<file path="config.mk">
export PLATFORM = sky130hd
export DESIGN_NAME = moving_avg_filter
export DESIGN_NICKNAME = d
export VERILOG_FILES = /design/src/rtl/moving_avg_filter.sv
export SDC_FILE = /design/constraint.sdc
export NUM_CORES = 1
export LEC_CHECK = 0
export ABC_AREA = 1
export CAP_MARGIN = 20
export CORE_UTILIZATION = 30
export CTS_CLUSTER_DIAMETER = 50
export DETAILED_ROUTE_END_ITERATION = 10
export DONT_BUFFER_PORTS = 1
export PLACE_DENSITY = 0.45
export SYNTH_ARGS = -nofsm -noshare
export SYNTH_HDL_FRONTEND = slang
export SYNTH_SLANG_ARGS = --single-unit
</file>
<file path="constraint.sdc">
create_clock -name clk -period 3.45 [get_ports clk]
set_input_delay 0.345 -clock clk [delete_from_list [all_inputs] [get_ports clk]]
set_output_delay 0.345 -clock clk [all_outputs]
set_load 0.01 [all_outputs]
</file>
<file path="src/rtl/moving_avg_filter.sv">
// rtl/moving_avg_filter.sv - streaming mean of the last 2^LOG2_N samples, sliding or block mode
module moving_avg_filter #(
    parameter int DW     = 16,
    parameter int LOG2_N = 3
) (
    input  logic          clk,
    input  logic          rst,
    input  logic          in_valid,
    input  logic [DW-1:0] x,
    input  logic          mode,
    input  logic          flush,
    output logic [DW-1:0] y,
    output logic          out_valid,
    output logic          win_full
);

    localparam int N  = 1 << LOG2_N;
    localparam int SW = DW + LOG2_N;
    localparam int CW = LOG2_N + 1;

    typedef enum logic {
        S_FILL   = 1'b0,
        S_STEADY = 1'b1
    } state_t;

    state_t              r_state;
    state_t              w_state_next;
    logic [SW-1:0]       r_sum;
    logic [SW-1:0]       w_sum_next;
    logic [CW-1:0]       r_cnt;
    logic [CW-1:0]       w_cnt_next;
    logic [LOG2_N-1:0]   r_wr_ptr;
    logic [LOG2_N-1:0]   w_wr_ptr_next;
    logic                r_mode;
    logic [DW-1:0]       r_buf [N];
    logic [DW-1:0]       r_y;
    logic                r_out_valid;

    logic                w_clear;
    logic                w_accept;
    logic [DW-1:0]       w_old;
    logic [SW-1:0]       w_sum_add;
    logic [SW-1:0]       w_sum_slide;
    logic [CW-1:0]       w_cnt_inc;
    logic                w_pulse;
    logic [DW-1:0]       w_y_next;

    // A mode change is treated exactly like a flush, including dropping the offered sample.
    assign w_clear     = flush | (mode != r_mode);
    assign w_accept    = in_valid & ~w_clear;
    assign w_old       = r_buf[r_wr_ptr];
    assign w_sum_add   = r_sum + SW'(x);
    assign w_sum_slide = w_sum_add - SW'(w_old);
    assign w_cnt_inc   = r_cnt + CW'(1);

    always_comb begin
        w_state_next  = r_state;
        w_sum_next    = r_sum;
        w_cnt_next    = r_cnt;
        w_wr_ptr_next = r_wr_ptr;
        w_pulse       = 1'b0;
        w_y_next      = r_y;
        if (w_clear) begin
            w_state_next  = S_FILL;
            w_sum_next    = '0;
            w_cnt_next    = '0;
            w_wr_ptr_next = '0;
        end else if (w_accept) begin
            w_wr_ptr_next = r_wr_ptr + LOG2_N'(1);
            case (r_state)
                S_FILL: begin
                    if (w_cnt_inc == CW'(N)) begin
                        w_pulse  = 1'b1;
                        w_y_next = w_sum_add[SW-1:LOG2_N];
                        if (mode) begin
                            // Block mode: restart the accumulation for the next N samples.
                            w_sum_next = '0;
                            w_cnt_next = '0;
                        end else begin
                            w_sum_next   = w_sum_add;
                            w_cnt_next   = w_cnt_inc;
                            w_state_next = S_STEADY;
                        end
                    end else begin
                        w_sum_next = w_sum_add;
                        w_cnt_next = w_cnt_inc;
                    end
                end
                S_STEADY: begin
                    w_pulse    = 1'b1;
                    w_sum_next = w_sum_slide;
                    w_y_next   = w_sum_slide[SW-1:LOG2_N];
                end
                default: begin
                    w_state_next = S_FILL;
                end
            endcase
        end
    end

    always_ff @(posedge clk or posedge rst) begin
        if (rst) begin
            r_state     <= S_FILL;
            r_sum       <= '0;
            r_cnt       <= '0;
            r_wr_ptr    <= '0;
            r_mode      <= 1'b0;
            r_y         <= '0;
            r_out_valid <= 1'b0;
        end else begin
            r_state     <= w_state_next;
            r_sum       <= w_sum_next;
            r_cnt       <= w_cnt_next;
            r_wr_ptr    <= w_wr_ptr_next;
            r_mode      <= mode;
            r_y         <= w_y_next;
            r_out_valid <= w_pulse;
        end
    end

    // Sample storage is never cleared; entries are always rewritten before they are read.
    always_ff @(posedge clk) begin
        if (w_accept) begin
            r_buf[r_wr_ptr] <= x;
        end
    end

    assign y         = r_y;
    assign out_valid = r_out_valid;
    assign win_full  = (r_state == S_STEADY);

endmodule

</file>
==> results.ini, run 1 <==
[clock_tree]
clk_latency_ps = 440
htreeDepth = 4
cts-root-buf = clkbuf_16
cts_buffers = 17
ctsLongestPathBuffers = 2
clock-sinks = 173
cts_tree = yes
clk_pin_slew_worst_paths_ps = 70

[sta]
finClkSkew_ps = 12.9
whs_ps = 67.6
min_period_over_period_pct = 93.5
relSlewSlack_pct = 54.1
finalSetupViolCount = 0
worst_pin_slew_ps = 688
fin_tns_setup_ps = 0
report.final.hold_viol_count = 0
setup_slack_ps = 223
fin_crit_ps = 3230
fmax_mhz = 310
drv_slew = 0

[power]
p_sw_share_pct = 28.8
power_frac_comb_pct = 16.9
power_mw = 5.15
seq_power_share_pct = 44.9
p_sw_mw = 1.49
intPower_mw = 3.66
clkPwrFrac_pct = 38.2
total_leakage_power_nw = 4.30
peakVddDrop_v = 0.000249
power_density_nw_per_um2 = 496

[grt]
grt_pass1_wl_um = 39200
antenna_found_initial = 0
gr-total-overflow = 0
grt_use_total_pct = 17.6
grt_pass1_vias = 6432
grt_max_degree = 45

[cells_and_area]
final_cell_area_sq_um = 10400
finalNonFillerCells = 1380
areaGrowthSynthToFinish_pct = 17.7
final_layout_size_suffix_gt1_share_pct = 13.2
antenna_cells = 0
utilization_pct = 36.0
fin_nets = 1040

[die]
num_rows = 62
fp.dieW_um = 174
die_h_um = 174
start_util_pct = 30.6
core_sq_um = 28900
die-area_sq_um = 30100
io_pins = 39

[yosys]
synth_edf_count = 128
yosysSeqAreaShare_pct = 56.3
synth_fp_nets = 997
synth_seq_cells = 173
syn_inst = 940
syn_avg_cell_area_sq_um = 9.39
netlist_area_sq_um = 8820
yosys_warnings = 0
synth_top_flop_cell = edfxtp_1
synth_cell_types = 45
postSynth.asyncResetShare_pct = 26.0

[placed_design]
place_inst = 1326
dpl.hpwl_um = 17400
place_congestion = 0.869
dpl-instance-area_sq_um = 9450
numPortBuffers = 0
place_ws_ps = 56.3

[route]
dr.pass1.iters = 5
drc = 0
wl_per_cell_um = 18.6
ant_nets = 0
vias = 6692
routed_wl_um = 25700
drt-initial-drc-count = 505
viasPerCell = 4.85

[worst_setup_path]
path_depth = 22
crit_path_frequent_cell = nand2_1
cp_slowest_cell = dfrtp_1
worstSetupPathType = register to register
slowest_delay_ps = 390
worst_setup_path_end_kind = register
worstSetupStartpointType = register
crit_family = simple AND/OR/NAND/NOR gates
arrival_ps = 3560
cp.required_ps = 3790
cp_max_fo = 5
crit_chain = ha_1 -> nand2_1 -> o21bai_1 -> a21oi_1 -> or2_2 -> nand2_1 -> nand2_1 -> and2_1 -> ha_2 -> nand2_2 -> inv_1 -> nand2_1 -> nor3_1 -> nand2_1 -> nand2_1 -> nand2_1 -> inv_1 -> nor2_1 -> o21ai_1 -> nand2_1 -> nand2_1 -> nand2_1
crit_buf_inv = 2
r2r_cells = 22

[hold_path]
hp-class = input port to register
hold_depth = 2

[outcome]
status = complete, no violations

[flow_run]
drv_cap = 0

cells by family after synthesis:
family,Yosys count,synth area share [%]
AND/OR/NAND/NOR,414,19.8
AO/OA/AOI/OAI,192,12.2
flip-flops,173,56.3
XOR/XNOR,16,1.59
buffers and inverters,109,4.79
adder cells (fa/ha/maj),36,5.27
area by class of cell:
cell class / instances / area, sq um
Multi-Input combinational cell: 658 / 3590
Fill cell: 2999 / 18500
Sequential cell: 173 / 4970
Tap cell: 384 / 480
Inverter: 83 / 312
Clock inverter: 15 / 159
Timing Repair Buffer: 50 / 445
Clock buffer: 17 / 425
repair_timing:
| item | in CTS | in global routing |
|---|---|---|
| resized for setup | 0 | 31 |
| endpoints found under the setup margin | 0 | 21 |
| hold buffers | 18 | 0 |
| buffers inserted | 0 | 4 |
| hold endpoints to repair | 149 | 0 |
layer usage:
metal / wire length, um / GRT usage [%] / up-vias
met4: 437 / 6.12 / 0
met1: 12500 / 24.2 / 3237
met3: 1060 / 3.53 / 24
met5: 0 / 0 / -
met2: 11700 / 27.4 / 122
li1: - / - / 3309
cells in the mapped netlist, types with 2 or more instances:
cell,count,share of area [%]
and2_1,2,0.14
or2_2,2,0.14
nand3_1,39,2.2
nor3_1,3,0.17
dfrtp_1,45,13
nor2_1,137,5.8
buf_2,8,0.45
a22o_1,2,0.20
nor2_2,6,0.43
edfxtp_1,128,44
nand2_2,13,0.92
xor2_1,8,0.79
clkbuf_1,17,0.72
nand2_1,195,8.3
nand4_1,6,0.43
inv_1,79,3.4
a21o_1,2,0.17
o21bai_1,5,0.43
fa_1,2,0.45
o21ai_1,3,0.17
xnor2_1,8,0.79
nand3b_1,5,0.43
a21oi_1,38,2.2
a31oi_1,11,0.78
o21ai_0,92,5.2
o22ai_1,29,2.1
ha_1,34,4.8
inv_2,3,0.13
nor2_8,2,0.45
cell usage in the layout (no fill, tap or decap), types with 6 or more instances in the layout:
master / count
a31oi_1: 10
inv_1: 77
dfrtp_1: 44
clkbuf_16: 17
a21oi_1: 35
o21ai_0: 89
nor2_1: 126
ha_1: 27
nand2_1: 193
o21ai_1: 6
dlygate4sd3_1: 18
edfxtp_1: 128
xnor2_1: 7
buf_4: 30
xor2_1: 7
nor2_2: 17
nand2_2: 15
o22ai_1: 29
nand3_1: 35
nand4_1: 6
power by group through the flow:
stage / logic, mW / clock network (mW) / registers, mW
after CTS: 0.823 / 2.01 / 2.31
after detailed placement: 0.782 / 0 / 2.36
final: 0.871 / 1.97 / 2.31
after global routing: 0.985 / 2.08 / 2.32
after global placement: 0.783 / 0 / 2.36
after floorplan: 0.570 / 0 / 2.35
worst paths after layout:
path | start | to | slack [ps]
setup / recovery | r_sum[5] | r_sum[15] | 220
hold / removal | in_valid | r_wr_ptr[2] | 70
setup reg to reg | r_sum[5] | r_sum[15] | 220
hold reg to reg | r_sum[7] | r_sum[7] | 490
max in group asynchronous | rst | r_sum[11] | 2500
min in group asynchronous | rst | win_full | 410
sequential cells by signal (all words and copies together), names as in the netlist:
signal	cells
out_valid	1
r_buf	128
r_cnt	4
r_mode	1
r_sum	19
r_wr_ptr	3
win_full	1
y	16
No activity file was read; power rests on OpenSTA's default activity.
==> run 2: changes to the inputs <==
--- a/config.mk
+++ b/config.mk
@@ -8,10 +8,10 @@
 export ABC_AREA = 1
 export CAP_MARGIN = 20
 export CORE_UTILIZATION = 30
+export CTS_BUF_LIST = sky130_fd_sc_hd__clkbuf_4 sky130_fd_sc_hd__clkbuf_8
 export CTS_CLUSTER_DIAMETER = 50
 export DETAILED_ROUTE_END_ITERATION = 10
 export DONT_BUFFER_PORTS = 1
-export PLACE_DENSITY = 0.45
 export SYNTH_ARGS = -nofsm -noshare
 export SYNTH_HDL_FRONTEND = slang
 export SYNTH_SLANG_ARGS = --single-unit
==> run 2 against run 1 <==
Effect of this change: clock skew increased by 10 ps; register-to-register slack about the same; first-iteration DRC count decreased by 2.6%; largest cell class unchanged; core utilization decreased by 0.69 points; cell count about the same.
==> results.ini, run 2 (synthesis gave the netlist of run 1 again) <==
[outcome]
status = complete, no violations

[sta]
report.final.hold_viol_count = 0  ; unchanged
worst_pin_slew_ps = 663  ; -24.1 ps
drv_slew = 0  ; unchanged
fin_crit_ps = 3230  ; -0.687 ps
rsz0062_at_grt = true
fmax_mhz = 310  ; about the same
relSlewSlack_pct = 55.6  ; +1.5 points
finClkSkew_ps = 22.9  ; +10.0 ps
finalSetupViolCount = 0  ; unchanged
min_period_over_period_pct = 93.5  ; about the same
setup_slack_ps = 224  ; +0.687 ps

[grt]
grt_max_degree = 49  ; +8.9%
grt_pass1_vias = 6418  ; -0.22%
antenna_found_initial = 0  ; unchanged
gr-total-overflow = 0  ; unchanged
grt_use_total_pct = 16.0  ; -1.6 points
grt_pass1_wl_um = 36700  ; -6.5%

[worst_setup_path]
reg2reg_from = r_sum[0]
worst_setup_path_end_kind = register
cp.required_ps = 3800  ; about the same
arrival_ps = 3580  ; +20 ps
r2r_end = r_sum[17]
slowest_delay_ps = 400  ; about the same
worstSetupPathType = register to register
r2r_cells = 24  ; +9.1%
rrSetupSlack_ps = 220  ; about the same
cp_max_fo = 4  ; -1
crit_chain = ha_4 -> inv_1 -> fa_2 -> inv_1 -> nand3_1 -> nand2_2 -> buf_4 -> nand2_2 -> nand2_2 -> a21oi_1 -> xnor2_1 -> ha_1 -> a21oi_1 -> o21ai_1 -> a21oi_1 -> nand2_1 -> nand2_2 -> inv_1 -> nor2_1 -> nand2_1 -> nand3_2 -> nand2_1 -> nand2_1 -> nand2_1
crit_path_frequent_cell = nand2_1
startpoint = r_sum[0]
worstSetupStartpointType = register
cp_slowest_cell = dfrtp_1
endpoint = r_sum[17]

[power]
power_density_nw_per_um2 = 449  ; -9.5%
peakVddDrop_v = 0.000195  ; -21%
total_leakage_power_nw = 4.19  ; -2.5%

[cells_and_area]
top_register = r_buf
fin_nets = 1041  ; +0.096%
areaGrowthSynthToFinish_pct = 15.4
largest_reg_flops = 128  ; unchanged
final_layout_size_suffix_gt1_share_pct = 11.9  ; -1.2 points
antenna_cells = 0  ; unchanged
finalNonFillerCells = 1381  ; +0.072%
most-common-layout-cells = nand2_1, nor2_1, edfxtp_1
final_common_cell = nand2_1

[route]
vias = 6775  ; +1.2%
dr.pass1.iters = 5  ; unchanged
drt-initial-drc-count = 492  ; -2.6%
drc = 0  ; unchanged
wl_per_cell_um = 17.2  ; -7.6%
ant_nets = 0  ; unchanged
routed_wl_um = 23800  ; -7.5%
viasPerCell = 4.91  ; +1.2%

[die]
core_sq_um = 28900  ; unchanged
die-area_sq_um = 30100  ; unchanged
num_rows = 62  ; unchanged
start_util_pct = 30.6  ; unchanged
io_pins = 39  ; unchanged
die_h_um = 174  ; unchanged
fp.dieW_um = 174  ; unchanged

[placed_design]
place_congestion = 0.912  ; +5.0%
numPortBuffers = 0  ; unchanged
place_ws_ps = 77.2  ; +21.0 ps
place_inst = 1319  ; -0.53%
dpl.hpwl_um = 16000  ; -8.2%

[clock_tree]
cts-root-buf = clkbuf_8
clk_latency_ps = 480  ; +40 ps
cts_tree = yes
htreeDepth = 4  ; unchanged
clk_pin_slew_worst_paths_ps = 110  ; +40 ps
ctsLongestPathBuffers = 2  ; unchanged
cts_buffers = 17  ; unchanged
clock-sinks = 173  ; unchanged

[flow_run]
drv_cap = 0  ; unchanged

[hold_path]
hp-class = input port to register

## run 2: timing repair
action                                  in CTS  in global routing
endpoints found under the setup margin       0                 17
hold buffers                                19                  0
endpoints found under the hold margin      140                  0
resized for setup                            0                 28
buffers inserted                             0                 10
## run 2: worst max-delay path, delay by kind of cell, from the launching register on
kind,cells,cell delay (ps)
flip-flops,1,400
buffers and inverters,4,270
AO/OA/AOI/OAI,4,520
AND/OR/NAND/NOR,12,840
adder cells (fa/ha/maj),3,830
XOR/XNOR,1,250
## run 2: routing by layer
layer	track usage [%]	part of all wire (%)	wire (um)	vias to the layer above
met4	5.72	2.1	502	0
met5	0	0	0	-
met1	20.9	46	10900	3285
met2	26.7	48	11400	162
met3	2.68	4.0	957	24
li1	-	-	-	3304
## run 2: layout make-up
cell class / instances / area, sq um
Clock buffer: 17 / 234
Clock inverter: 15 / 145
Fill cell: 2919 / 18700
Inverter: 83 / 312
Multi-Input combinational cell: 658 / 3590
Sequential cell: 173 / 4970
Tap cell: 384 / 480
Timing Repair Buffer: 51 / 455
## run 2: metrics by stage
step                area (sq um)  hold WS (ps)  setup TNS (ps)  power (mW)  utilization, %
floorplan                   8820           376               0        2.92               -
global placement            9370           377               0        3.11            32.5
detailed placement          9370           377               0        3.11            32.5
CTS                         9930          2.85               0        4.54            34.4
global route               10200          49.6            -157        4.78            35.3
finish                     10200          32.9               0        4.57            35.3
## run 2: worst min path at each step
stage | startpoint | end | slack, ps | cells past startpoint
floorplan | mode | r_mode | 380 | 0
global placement | mode | r_mode | 380 | 0
detailed placement | mode | r_mode | 380 | 0
CTS | in_valid | r_wr_ptr[2] | 3 | 3
global route | in_valid | r_wr_ptr[2] | 50 | 3
finish | in_valid | r_wr_ptr[2] | 30 | 3
## run 2: report_power, final
part           switching, mW  leakage [nW]  internal (mW)
registers             0.0355          1.76           2.28
logic                  0.560          2.24          0.314
clock network          0.849         0.194          0.536
total                   1.44          4.19           3.13
==> run 3: changes to the inputs <==
==> constraint.sdc (replaced) <==
create_clock -name clk -period 3.3 [get_ports clk]
set_input_delay 0.33 -clock clk [delete_from_list [all_inputs] [get_ports clk]]
set_output_delay 0.33 -clock clk [all_outputs]
set_load 0.01 [all_outputs]
==> run 3 against run 2 <==
Effect of this change: clock-buffer cell count did not move; die area unchanged; flip-flop and latch count unchanged; clock power grew 7%; global-route usage increased by 0.17 points; routed wire length increased by 1.5%; critical path type unchanged; largest cell class unchanged.
==> results.ini, run 3 (synthesis gave the netlist of run 1 again) <==
[grt]
grt_max_degree = 49  ; unchanged
grt_pass1_vias = 6340  ; -1.2%
grt_use_total_pct = 16.2  ; +0.17 points
grt_pass1_wl_um = 37000  ; +0.98%
gr-total-overflow = 0  ; unchanged
antenna_found_initial = 0  ; unchanged

[sta]
fmax_mhz = 315  ; +1.6%
min_period_over_period_pct = 96.3  ; +2.8 points
finalSetupViolCount = 0  ; unchanged
fin_crit_ps = 3180  ; -49.5 ps
finClkSkew_ps = 18.9  ; -3.97 ps
relSlewSlack_pct = 60.5  ; +4.9 points
setup_slack_ps = 124  ; -101 ps
worst_pin_slew_ps = 589  ; -74.3 ps
rsz0062_at_grt = true
drv_slew = 0  ; unchanged
report.final.hold_viol_count = 0  ; unchanged
fin_tns_setup_ps = 0  ; unchanged

[placed_design]
numPortBuffers = 0  ; unchanged
place_ws_ps = -10.1  ; -87.3 ps
place_inst = 1328  ; +0.68%
dpl.hpwl_um = 16200  ; +1.1%
place_congestion = 0.883  ; -3.2%

[cells_and_area]
fin_nets = 1051  ; +0.96%
top_register = r_buf
finalNonFillerCells = 1393  ; +0.87%
areaGrowthSynthToFinish_pct = 19.1
fill_cells = 2947  ; +0.96%
largest_reg_flops = 128  ; unchanged
most-common-layout-cells = nand2_1, nor2_1, edfxtp_1
final_common_cell = nand2_1
final_layout_size_suffix_gt1_share_pct = 17.3  ; +5.3 points

[worst_setup_path]
crit_path_frequent_cell = nand2_1
r2r_end = r_sum[15]
cp_slowest_cell = fa_2
worstSetupStartpointType = register
crit_family = simple AND/OR/NAND/NOR gates
reg2reg_from = r_sum[0]
arrival_ps = 3550  ; -30 ps
r2r_cells = 24  ; unchanged
slowest_delay_ps = 400  ; about the same
crit_chain = ha_2 -> inv_2 -> fa_2 -> inv_2 -> nand3_2 -> nand2_4 -> a21oi_4 -> o21ai_4 -> nand2_1 -> nand2_1 -> nand2_2 -> and2_4 -> ha_4 -> nand2_2 -> nor2_1 -> a21oi_2 -> nand2_2 -> nand2_2 -> inv_1 -> nor2_1 -> o21ai_1 -> nand2_1 -> nand2_1 -> nand2_1
worst_setup_path_end_kind = register
path_depth = 24  ; unchanged
cp_max_fo = 5  ; +1
cp.required_ps = 3680  ; -120 ps
worstSetupPathType = register to register
rrSetupSlack_ps = 120  ; -100 ps
crit_buf_inv = 3  ; -1

[route]
wl_per_cell_um = 17.3  ; +0.58%
drt-initial-drc-count = 479  ; -2.6%
vias = 6759  ; -0.24%
dr.pass1.iters = 5  ; unchanged
routed_wl_um = 24100  ; +1.5%
drc = 0  ; unchanged
ant_nets = 0  ; unchanged
viasPerCell = 4.85  ; -1.1%

[hold_path]
hp-class = input port to register
min_to = r_wr_ptr[2]
min_from = in_valid
hold_depth = 3  ; unchanged

[clock_tree]
cts_buffers = 17  ; unchanged
clk_latency_ps = 480  ; about the same
clock-sinks = 173  ; unchanged
htreeDepth = 4  ; unchanged
cts-root-buf = clkbuf_8
ctsLongestPathBuffers = 2  ; unchanged
clk_pin_slew_worst_paths_ps = 100  ; about the same
cts_tree = yes

[die]
start_util_pct = 30.6  ; unchanged
die_h_um = 174  ; unchanged
io_pins = 39  ; unchanged
core_sq_um = 28900  ; unchanged
fp.dieW_um = 174  ; unchanged
die-area_sq_um = 30100  ; unchanged
num_rows = 62  ; unchanged

[power]
power_mw = 4.92  ; +7.6%
power_density_nw_per_um2 = 468  ; +4.3%
total_leakage_power_nw = 4.29  ; +2.2%
peakVddDrop_v = 0.000228  ; +17%

[outcome]
status = complete, no violations

[flow_run]
drv_cap = 0  ; unchanged

run 3: cell count changes in the layout (fill, tap and decap cells not counted), moves of 4 or more:
cell,before,now
a21oi_1,35,27
a21oi_2,4,11
buf_4,30,37
ha_1,25,18
ha_2,1,6
inv_1,78,74
nand2_1,192,183
nand2_2,16,22
nand3_1,37,33
nand3_2,3,7
nor2_1,136,132
nor2_2,7,11
run 3: worst reg2reg max path: cells and delay by family (launching register included):
family                   cells  cell delay [ps]
AO/OA/AOI/OAI                4              510
buffers and inverters        3              170
flip-flops                   1              380
AND/OR/NAND/NOR             14             1130
adder cells (fa/ha/maj)      3              900
run 3: repair_timing:
action / CTS / global route
pin swaps: 0 / 27
setup endpoints to repair: 2 / 23
endpoints found under the hold margin: 158 / 0
gates resized for setup: 2 / 82
hold buffers: 19 / 0
buffers inserted: 0 / 11
run 3: cell type report:
class	count	area, sq um	share of cell area, %
sequential	173	4970	47.3
clock inverter	15	154	1.46
tap	384	480	4.57
antenna	2	5.00	0.0476
timing repair buffer	61	551	5.24
inverter	83	315	3.00
multi-input combinational	658	3800	36.1
clock buffer	17	234	2.23
run 3: layer usage:
layer	vias up	global-route usage, %	share of wire [%]
li1	3340	-	-
met1	3233	21.5	46
met2	153	26.7	47
met3	33	2.50	3.9
met4	0	5.72	2.7
met5	-	0	0
run 3: where the power goes:
group / switching (mW) / internal, mW / leakage (nW)
logic: 0.641 / 0.392 / 2.33
clock network: 0.901 / 0.566 / 0.196
registers: 0.0366 / 2.38 / 1.76
run 3: worst max-delay path by stage:
| stage | startpoint | endpoint |
|---|---|---|
| 4_1_cts | r_wr_ptr[0] | r_sum[13] |
| 5_1_grt | r_sum[0] | y[15] |
| 3_5_place_dp | r_wr_ptr[0] | r_sum[13] |
| 6_report | r_sum[0] | r_sum[15] |
| 2_1_floorplan | r_sum[0] | r_sum[17] |
| 3_3_place_gp | r_wr_ptr[0] | r_sum[13] |
run 3: through the flow:
step           cell area [sq um]  hold WS [ps]  util [%]
6_report                   10500          30.8      36.4
3_5_place_dp                9450           362      32.7
3_3_place_gp                9450           362      32.7
2_1_floorplan               8820           361         -
5_1_grt                    10500          17.0      36.4
4_1_cts                    10000          8.63      34.8
